===== config.mk =====
export PLATFORM = sky130hd
export DESIGN_NAME = alu_flag_unit
export DESIGN_NICKNAME = d
export VERILOG_FILES = /design/src/rtl/alu_flag_unit.sv
export SDC_FILE = /design/constraint.sdc
export NUM_CORES = 1
export LEC_CHECK = 0
export CORE_MARGIN = 2
export CORE_UTILIZATION = 34
export DETAILED_ROUTE_END_ITERATION = 8
export PLACE_DENSITY_LB_ADDON = 0.25
export SETUP_SLACK_MARGIN = 0.2
export SLEW_MARGIN = 30
export SYNTH_ARGS = -nofsm -noshare
export SYNTH_HDL_FRONTEND = slang
export SYNTH_SLANG_ARGS = --single-unit

===== constraint.sdc =====
create_clock -name clk -period 2.4 [get_ports clk]
set_clock_uncertainty 0.05 [all_clocks]
set_input_delay 0.48 -clock clk [delete_from_list [all_inputs] [get_ports clk]]
set_output_delay 0.48 -clock clk [all_outputs]
set_load 0.01 [all_outputs]

===== src/rtl/alu_flag_unit.sv =====
// NZVC flag register and branch-condition evaluator sitting behind the 64-bit ALU.
// Resolves B.cond (with optional same-cycle flag bypass), CBZ and CBNZ into take_branch.
module alu_flag_unit #(
    parameter bit         FORWARD     = 1'b1,
    parameter logic [3:0] RESET_FLAGS = 4'b0000
) (
    input  logic       clk,
    input  logic       reset,
    input  logic       alu_negative,
    input  logic       alu_zero,
    input  logic       alu_overflow,
    input  logic       alu_carry_out,
    input  logic       set_flags,
    input  logic [3:0] cond,
    input  logic       br_cond_en,
    input  logic       cbz_en,
    input  logic       cbnz_en,
    output logic       take_branch,
    output logic [3:0] flags,
    output logic       flags_valid,
    output logic       err
);

    localparam logic [3:0] COND_EQ = 4'b0000;
    localparam logic [3:0] COND_NE = 4'b0001;
    localparam logic [3:0] COND_HS = 4'b0010;
    localparam logic [3:0] COND_LO = 4'b0011;
    localparam logic [3:0] COND_MI = 4'b0100;
    localparam logic [3:0] COND_PL = 4'b0101;
    localparam logic [3:0] COND_VS = 4'b0110;
    localparam logic [3:0] COND_VC = 4'b0111;
    localparam logic [3:0] COND_HI = 4'b1000;
    localparam logic [3:0] COND_LS = 4'b1001;
    localparam logic [3:0] COND_GE = 4'b1010;
    localparam logic [3:0] COND_LT = 4'b1011;
    localparam logic [3:0] COND_GT = 4'b1100;
    localparam logic [3:0] COND_LE = 4'b1101;

    logic [3:0] flags_q, flags_d;
    logic       flags_valid_q, flags_valid_d;
    logic       err_q, err_d;

    logic [3:0] alu_flags;
    logic [3:0] eff_flags;
    logic       e_n, e_z, e_v, e_c;
    logic       cond_met;
    logic       illegal;

    assign alu_flags = {alu_negative, alu_zero, alu_overflow, alu_carry_out};

    // Bypass lets a flag-setting op and a dependent B.cond resolve in the same cycle.
    assign eff_flags = (FORWARD && set_flags) ? alu_flags : flags_q;
    assign {e_n, e_z, e_v, e_c} = eff_flags;

    assign illegal = (br_cond_en & cbz_en) | (br_cond_en & cbnz_en) | (cbz_en & cbnz_en);

    // NOTE: every always_comb output gets a default first so no latch is inferred.
    always_comb begin
        cond_met = 1'b1;
        case (cond)
            COND_EQ: cond_met = e_z;
            COND_NE: cond_met = ~e_z;
            COND_HS: cond_met = e_c;
            COND_LO: cond_met = ~e_c;
            COND_MI: cond_met = e_n;
            COND_PL: cond_met = ~e_n;
            COND_VS: cond_met = e_v;
            COND_VC: cond_met = ~e_v;
            COND_HI: cond_met = e_c & ~e_z;
            COND_LS: cond_met = ~e_c | e_z;
            COND_GE: cond_met = (e_n == e_v);
            COND_LT: cond_met = (e_n != e_v);
            COND_GT: cond_met = ~e_z & (e_n == e_v);
            COND_LE: cond_met = e_z | (e_n != e_v);
            default: cond_met = 1'b1;
        endcase
    end

    // CBZ/CBNZ test the live ALU zero output; they never touch the flag register.
    always_comb begin
        take_branch = 1'b0;
        if (!illegal) begin
            if (br_cond_en)   take_branch = cond_met;
            else if (cbz_en)  take_branch = alu_zero;
            else if (cbnz_en) take_branch = ~alu_zero;
        end
    end

    always_comb begin
        flags_d       = set_flags ? alu_flags : flags_q;
        flags_valid_d = flags_valid_q | set_flags;
        err_d         = err_q | illegal;
    end

    // NOTE: sequential state uses non-blocking assignments so all registers sample together.
    always_ff @(posedge clk or posedge reset) begin
        if (reset) begin
            flags_q       <= RESET_FLAGS;
            flags_valid_q <= 1'b0;
            err_q         <= 1'b0;
        end else begin
            flags_q       <= flags_d;
            flags_valid_q <= flags_valid_d;
            err_q         <= err_d;
        end
    end

    assign flags       = flags_q;
    assign flags_valid = flags_valid_q;
    assign err         = err_q;

endmodule


==> metrics.txt <==
Num CTS Buffers 3; clock sink total 6; core area about 1300 um^2; Final min period about 2.6 ns; critical path type reg -> out; Multi-input gate area 282 um^2; ant diodes 0; sw frac approximately 26%; Storage cell area approximately 150 um^2; starting density of the core roughly 35%; Slew Limit Fails 0; actual slew at the worst max-slew pin between 0.2 and 0.25 ns; post-place instance area 774 um^2; post-route setup slack -0.199 ns; crit path DAT between 2 and 2.5 ns; die area roughly 1600 um^2; Die X ~40 um; Post-Synthesis Cells 42; Hold Crit Class in -> async; Crit Path Max Fanout 2; Reg-to-Reg End flags[0]; mean post-synth cell area approximately 11 um^2; Cell Area, Synth ~440 um^2; unrepaired setup endpoints after global routing yes; CTS root buf clkbuf_4; 1st-iter DRT viols 4; vias in the first global route 490; switching power around 94 uW; top post-synthesis cells by area dfrtp_1, mux2i_1, mux2_2; syn_nets 56; Longest Clk Path Bufs 2; distinct cell type count after synthesis 20; Flop pwr share 30.8%; CTS tree built; layout cells sized above 1 approximately half; Setup TNS -0.199 ns; worst skew pair latency approximately 0.24 ns; drt drc 0; Area Overhead vs Synth 95.2%; final hold slack 0.391 ns; YS warnings 0; combinational share of power between 40% and 50%; Yosys top cell area share approximately a third; final core utilization ~70%; DR vias between 400 and 500; violated checks negative setup slack; port bufs 20; dominant cell type by area after synthesis dfrtp_1; Critical Path RT around 1.9 ns; initial antenna violation count 0; max-cap violation count 0; R2R depth 3; fmax about 0.38 GHz; Pleak roughly 0.42 nW; Routed WL approximately 1200 um; r2r setup slk 1.33 ns; synthesized flop and latch total 6; H-tree Lvls 1; Worst-path clk slew ~0.04 ns; clock network fraction of design power between 20% and 30%; CP startpoint kind register; Wirelength per Cell between 10 and 15 um; peak supply drop ~300 uV; Critical Path End Type output port; period utilisation layout 108%; Routed Antenna Nets 0; Site Rows 13; num ports 21; nets@finish roughly 110; final hold vios 0; Tot Pwr 369 uW; fillers approximately 100; largest net degree at the start of global routing 7; Rel. slew slack 85.5%; Via density about 4.5; # setup viols final 1; Die Y-Extent roughly 40 um; global-route wire length before repair between 1500 and 2000 um; Design Area, Final 867 um^2; GRT Util Overall between 15 and 20%; Pre-Repair DR Iteration Count 4; gp weighted congestion approximately 0.68; GRT overflow 0; sequential-to-total area share from yosys stat 33.8%; Power Internal about 280 uW; ratio of total power to cell area around 430 nW/um^2; DP HPWL around 900 um; RR Startpoint flags[0]; run status complete, but fails checks
-- through the flow --
step                      cells  setup slack, ns
final                       105           -0.199
after CTS                   101           -0.196
after floorplan              42          0.00714
after detailed placement     92            -1.09
after global routing        105           -0.305
after global placement       92            -1.04
-- final cells by class --
| cell class | count | area share [%] |
|---|---|---|
| Multi-Input combinational cell | 32 | 32.5 |
| Inverter | 2 | 0.866 |
| Sequential cell | 6 | 17.3 |
| Clock buffer | 3 | 2.60 |
| Timing Repair Buffer | 47 | 44.6 |
| Tap cell | 15 | 2.16 |
-- power by group through the flow --
stage / combinational, mW / sequential, mW / clock, mW
after floorplan: 0.0518 / 0.119 / 0
after global placement: 0.132 / 0.115 / 0
after detailed placement: 0.134 / 0.115 / 0
after CTS: 0.150 / 0.113 / 0.0959
after global routing: 0.179 / 0.115 / 0.102
final: 0.166 / 0.114 / 0.0890
-- placed cells by master, fill, tap and decap left out, types with 2 or more instances in the layout --
| cell | synthesis | layout |
|---|---|---|
| mux2_2 | 4 | 3 |
| dfrtp_1 | 6 | 6 |
| inv_1 | 2 | 2 |
| buf_2 | 1 | 5 |
| dlygate4sd2_1 | 0 | 3 |
| buf_6 | 1 | 4 |
| o21bai_1 | 3 | 2 |
| clkdlybuf4s50_1 | 0 | 11 |
| nor2_1 | 5 | 5 |
| buf_4 | 0 | 24 |
| xor2_1 | 3 | 3 |
| clkbuf_4 | 0 | 3 |
| mux2i_1 | 6 | 6 |
-- sequential cells by signal, summed over array words and instances, names as in the netlist --
name	flops
err	1
flags	4
flags_valid	1
-- routing by layer --
layer	global-route usage (%)	vias up	wire (um)	share of wire (%)
li1	-	247	-	-
met1	17.8	220	449	38
met2	33.9	9	688	58
met3	3.33	0	39	3.3
met4	12.9	0	0	0
met5	0	-	0	0
-- cell usage after synthesis --
cell type and instances:
dfrtp_1 6, mux2i_1 6, nor2_1 5, mux2_2 4, o21bai_1 3, xor2_1 3
inv_1 2, a21oi_1 1, a221o_1 1, a31oi_1 1, a41oi_2 1, and2_1 1
buf_2 1, buf_6 1, mux4_2 1, nand2_1 1, nand3_1 1, or2_2 1
or4_1 1, xnor2_1 1
-- critical path, cell delays in order, from the launching register on --
cell and delay (ns):
dfrtp_1 0.39, buf_6 0.12, xor2_1 0.11, mux2i_1 0.11, buf_4 0.14, buf_4 0.12
buf_4 0.12, xnor2_1 0.11, a221o_1 0.34, a41oi_2 0.12, buf_2 0.15
-- cells by family (layout without fill, tap and decap cells) --
group	Yosys count	count (layout)	synth area share [%]
compound gates	7	7	13.5
xor+xnor	4	4	7.89
buf+inv	4	52	5.35
flops	6	6	33.8
mux	11	11	28.7
simple gates	10	10	10.7
-- how the worst max path moves through the flow --
stage / cells past startpoint / endpoint / startpoint
after floorplan: 6 / take_branch / cond[1]
after global placement: 7 / take_branch / cond[1]
after detailed placement: 7 / take_branch / cond[1]
after CTS: 6 / take_branch / flags[2]
after global routing: 8 / take_branch / flags[1]
final: 10 / take_branch / flags[1]
-- what timing repair did --
item	4_1_cts	5_1_grt
buffers inserted	6	4
setup endpoints to repair	1	1
resized for setup	33	3
hold buffers	0	0
pin swaps	4	3
cloned	0	0
Note: power is estimated with default switching activity, not from simulation.
==> RTL change 1: new RTL, same flow settings <==
Change the parameter `FORWARD` from 1'b1 to 1'b0.
--- a/src/rtl/alu_flag_unit.sv
+++ b/src/rtl/alu_flag_unit.sv
@@ -2,5 +2,5 @@
 // Resolves B.cond (with optional same-cycle flag bypass), CBZ and CBNZ into take_branch.
 module alu_flag_unit #(
-    parameter bit         FORWARD     = 1'b1,
+    parameter bit         FORWARD     = 1'b0,
     parameter logic [3:0] RESET_FLAGS = 4'b0000
 ) (
Function: changed (Yosys sat finds a counterexample within 4 cycles, from zero or initial values and one cycle with reset high).
==> RTL change 1 against the unedited design <==
- setup slack improved by 420 ps
- routed wire length down 5.6%
- area after synthesis grew 1.4%
- global-route usage down 2.9 points
- fmax up 19%
- die area up 1.2%
- total power fell by 14%
- first-iteration DRC count down 25%
- cell area down 12%
- sequential cell count stayed put
- via count increased by 0.63%
- sequential share of layout area rose by 2.5 points
- cell count decreased by 9.5%
==> RTL change 1: results (changes against the unedited design) <==
metric,value,unit,change
status,finished clean,,
grt_max_degree,10,,+3
seq_area_frac_synth,33.33,%,-0.47 points
synth.area.top_cells,"dfrtp_1, mux2_2, xor2_1",,
hpwl,869.2,um,-3.7%
grt_util_all_layers,15.33,%,-2.9 points
grt_pass1_vias,432,,-12%
fin_nets,96,,-9.4%
cp_data_arrival_time,1650,ps,-420 ps
synth_nets,62,,+11%
relSlewSlack,80.08,%,-5.4 points
via_per_inst,5.042,,+11%
synth_xor_area_share,5.833,%,-2.1 points
place_area,739.5,um^2,-4.5%
gp_congestion,0.6452,,-5.8%
post_cts_buffers,0,,-6
synth_compound_area_share,22.22,%,+8.7 points
use_met1,16.78,%,-1.0 points
power_leakage,0.3256,nW,-23%
use_met3,1.667,%,-1.7 points
fill_cells,131,,+26%
synth_commonest_cells,"dfrtp_1, mux2_2, nand2b_1, o21ai_0",,
grt_pass1_wl,1656,um,-12%
vdd_drop_max,293.8,uV,-3.2%
cp_top_family,compound AO/OA/AOI/OAI gates,,
drt_iter0_drc,3,,-1
-- RTL change 1: cells by family after synthesis --
group	after synthesis
DFF	6
buffers and inverters	4
xor gates and xnor gates	3
and+or+nand+nor	15
AOI/OAI and AO/OA	15
muxes	5
-- RTL change 1: timing repair --
action / in CTS / in global routing
setup endpoints to repair: 1 / 1
pin swaps: 1 / 3
gates resized for setup: 12 / 11
-- RTL change 1: power breakdown --
part / internal [W] / switching (W) / total [W]
sequential: 0.000108 / 0.00000736 / 0.000116
combinational: 0.0000665 / 0.0000464 / 0.000113
clock: 0.0000562 / 0.0000310 / 0.0000872
total: 0.000231 / 0.0000847 / 0.000316
-- RTL change 1: final timing paths --
path	start	to	slack, ps	depth (start not counted)
worst max-delay path	flags[3]	take_branch	220	5
worst min-delay path	reset	flags[0]	390	2
worst max register to register	flags[3]	flags[3]	1440	2
worst min register to register	err	err	430	1
max in group asynchronous	reset	flags[2]	1730	2
min in group clk	err	err	430	1
-- RTL change 1: metal layers --
| metal | routed length, um | share of wire, % |
|---|---|---|
| met4 | 0 | 0 |
| met3 | 46 | 4.1 |
| met5 | 0 | 0 |
| met1 | 478 | 43 |
| met2 | 586 | 53 |
-- RTL change 1: cell type report --
cell class | instances | area [um^2] | area share [%]
flip-flops and latches | 6 | 150.1 | 19.77
repair buffers | 30 | 255.2 | 33.61
clock buffers | 3 | 22.52 | 2.965
inverters | 3 | 11.26 | 1.483
multi-input cells | 38 | 301.5 | 39.70
well taps | 15 | 18.77 | 2.471
-- RTL change 1: metrics by stage --
step                      std cells  worst slack, ps  hold WS, ps
after floorplan                  48            536.3        221.0
after global placement           92           -478.4        401.8
after detailed placement         92           -499.3        420.3
after CTS                        95            234.9        394.0
after global routing             95            144.3        424.3
final                            95            219.1        394.2
==> RTL change 2: new RTL, same flow settings <==
Made on the original files. Make the reset (`reset`) synchronous in one clocked block.
--- a/src/rtl/alu_flag_unit.sv
+++ b/src/rtl/alu_flag_unit.sv
@@ -94,5 +94,5 @@
 
     // NOTE: sequential state uses non-blocking assignments so all registers sample together.
-    always_ff @(posedge clk or posedge reset) begin
+    always_ff @(posedge clk) begin
         if (reset) begin
             flags_q       <= RESET_FLAGS;
Behaviour: differs if reset is asserted again (counterexample within 4 cycles, from zero or initial values and one cycle with reset high); with reset held inactive, the same outputs for 10 cycles.
==> RTL change 2 against the unedited design <==
- total power fell by 13%
- sequential cell count did not move
- routed wire length fell by 0.42%
- sequential share of layout area fell by 1.5 points
- via count rose by 1.3%
- register-to-register slack improved by 250 ps
- setup slack improved by 340 ps
- cell area fell by 13%
- area after synthesis fell by 0.85%
- critical path type is now input pin to output port
==> RTL change 2: results (changes against the unedited design) <==
metric,value,unit,change
status,finished clean,,
hpwl,905.1,um,+0.28%
r2r_slack,1580,ps,+250 ps
fin_nets,98,,-7.5%
seq_area_frac_synth,27.27,%,-6.5 points
pre_cts_slack,-795.6,ps,+297.6 ps
multi_input_gates,40,,+25%
ctsResizeCount,49,,+48%
multi_input_area_share,39.27,%,+6.8 points
vdd_drop_max,332.2,uV,+9.5%
power_leakage,0.3429,nW,-19%
drive_above_1_share,34.15,%,-16 points
cp_top_family,compound AO/OA/AOI/OAI gates,,
nonClkBufAreaFrac,39.60,%,-5.0 points
cp_data_arrival_time,1720,ps,-350 ps
synth_cell_types,16,,-20%
final-clk-cell-share,2.970,%,+0.37 points
critPathLaunch,set_flags,,
regToRegEndpoint,flags[3],,
grt_max_degree,9,,+2
worstPathMaxFanout,5,,+3
gp_congestion,0.7290,,+6.5%
finalCritPeriodShare,93.94,%,-14 points
async_flop_share,0,%,-100 points
drt_iter0_drc,0,,-4
hold-worst-slack,421.4,ps,+29.91 ps
synth.area.top_cells,"dfxtp_1, mux2i_1, mux4_1",,
n_all_inverters,0,,-2
synth_commonest_cells,"nor2_1, mux2i_1, dfxtp_1",,
finish.instance_area,758.2,um^2,-13%
routedWlPerCell,12.21,um,+8.9%
synth_compound_area_share,16.19,%,+2.7 points
worstReg2RegStart,flags[3],,
place_area,729.5,um^2,-5.8%
==> RTL change 2: cell types whose count changed in the layout (fill, tap and decap cells not counted), moves of 3 or more <==
cell / before / now
buf_4: 24 / 12
nor2_1: 5 / 13
dfrtp_1: 6 / 0
dfxtp_1: 0 / 6
dlygate4sd2_1: 3 / 0
mux2_2: 3 / 0
xnor2_1: 1 / 4
xor2_1: 3 / 0
==> RTL change 2: routing by layer <==
metal / routed length, um / global-route usage, % / vias to the layer above
met5: 0 / 0 / -
met4: 0 / 10.34 / 0
met3: 56 / 2.222 / 0
met2: 582 / 29.03 / 12
met1: 534 / 22.53 / 226
li1: - / - / 244
==> RTL change 2: cells by family (layout without fill, tap and decap cells) <==
kind of cell              count (synthesis)  after routing
and+or+nand+nor                          17             17
AOI/OAI and AO/OA                        10             10
muxes                                     9              9
DFF                                       6              6
xor gates and xnor gates                  4              4
buffers and inverters                     2             36
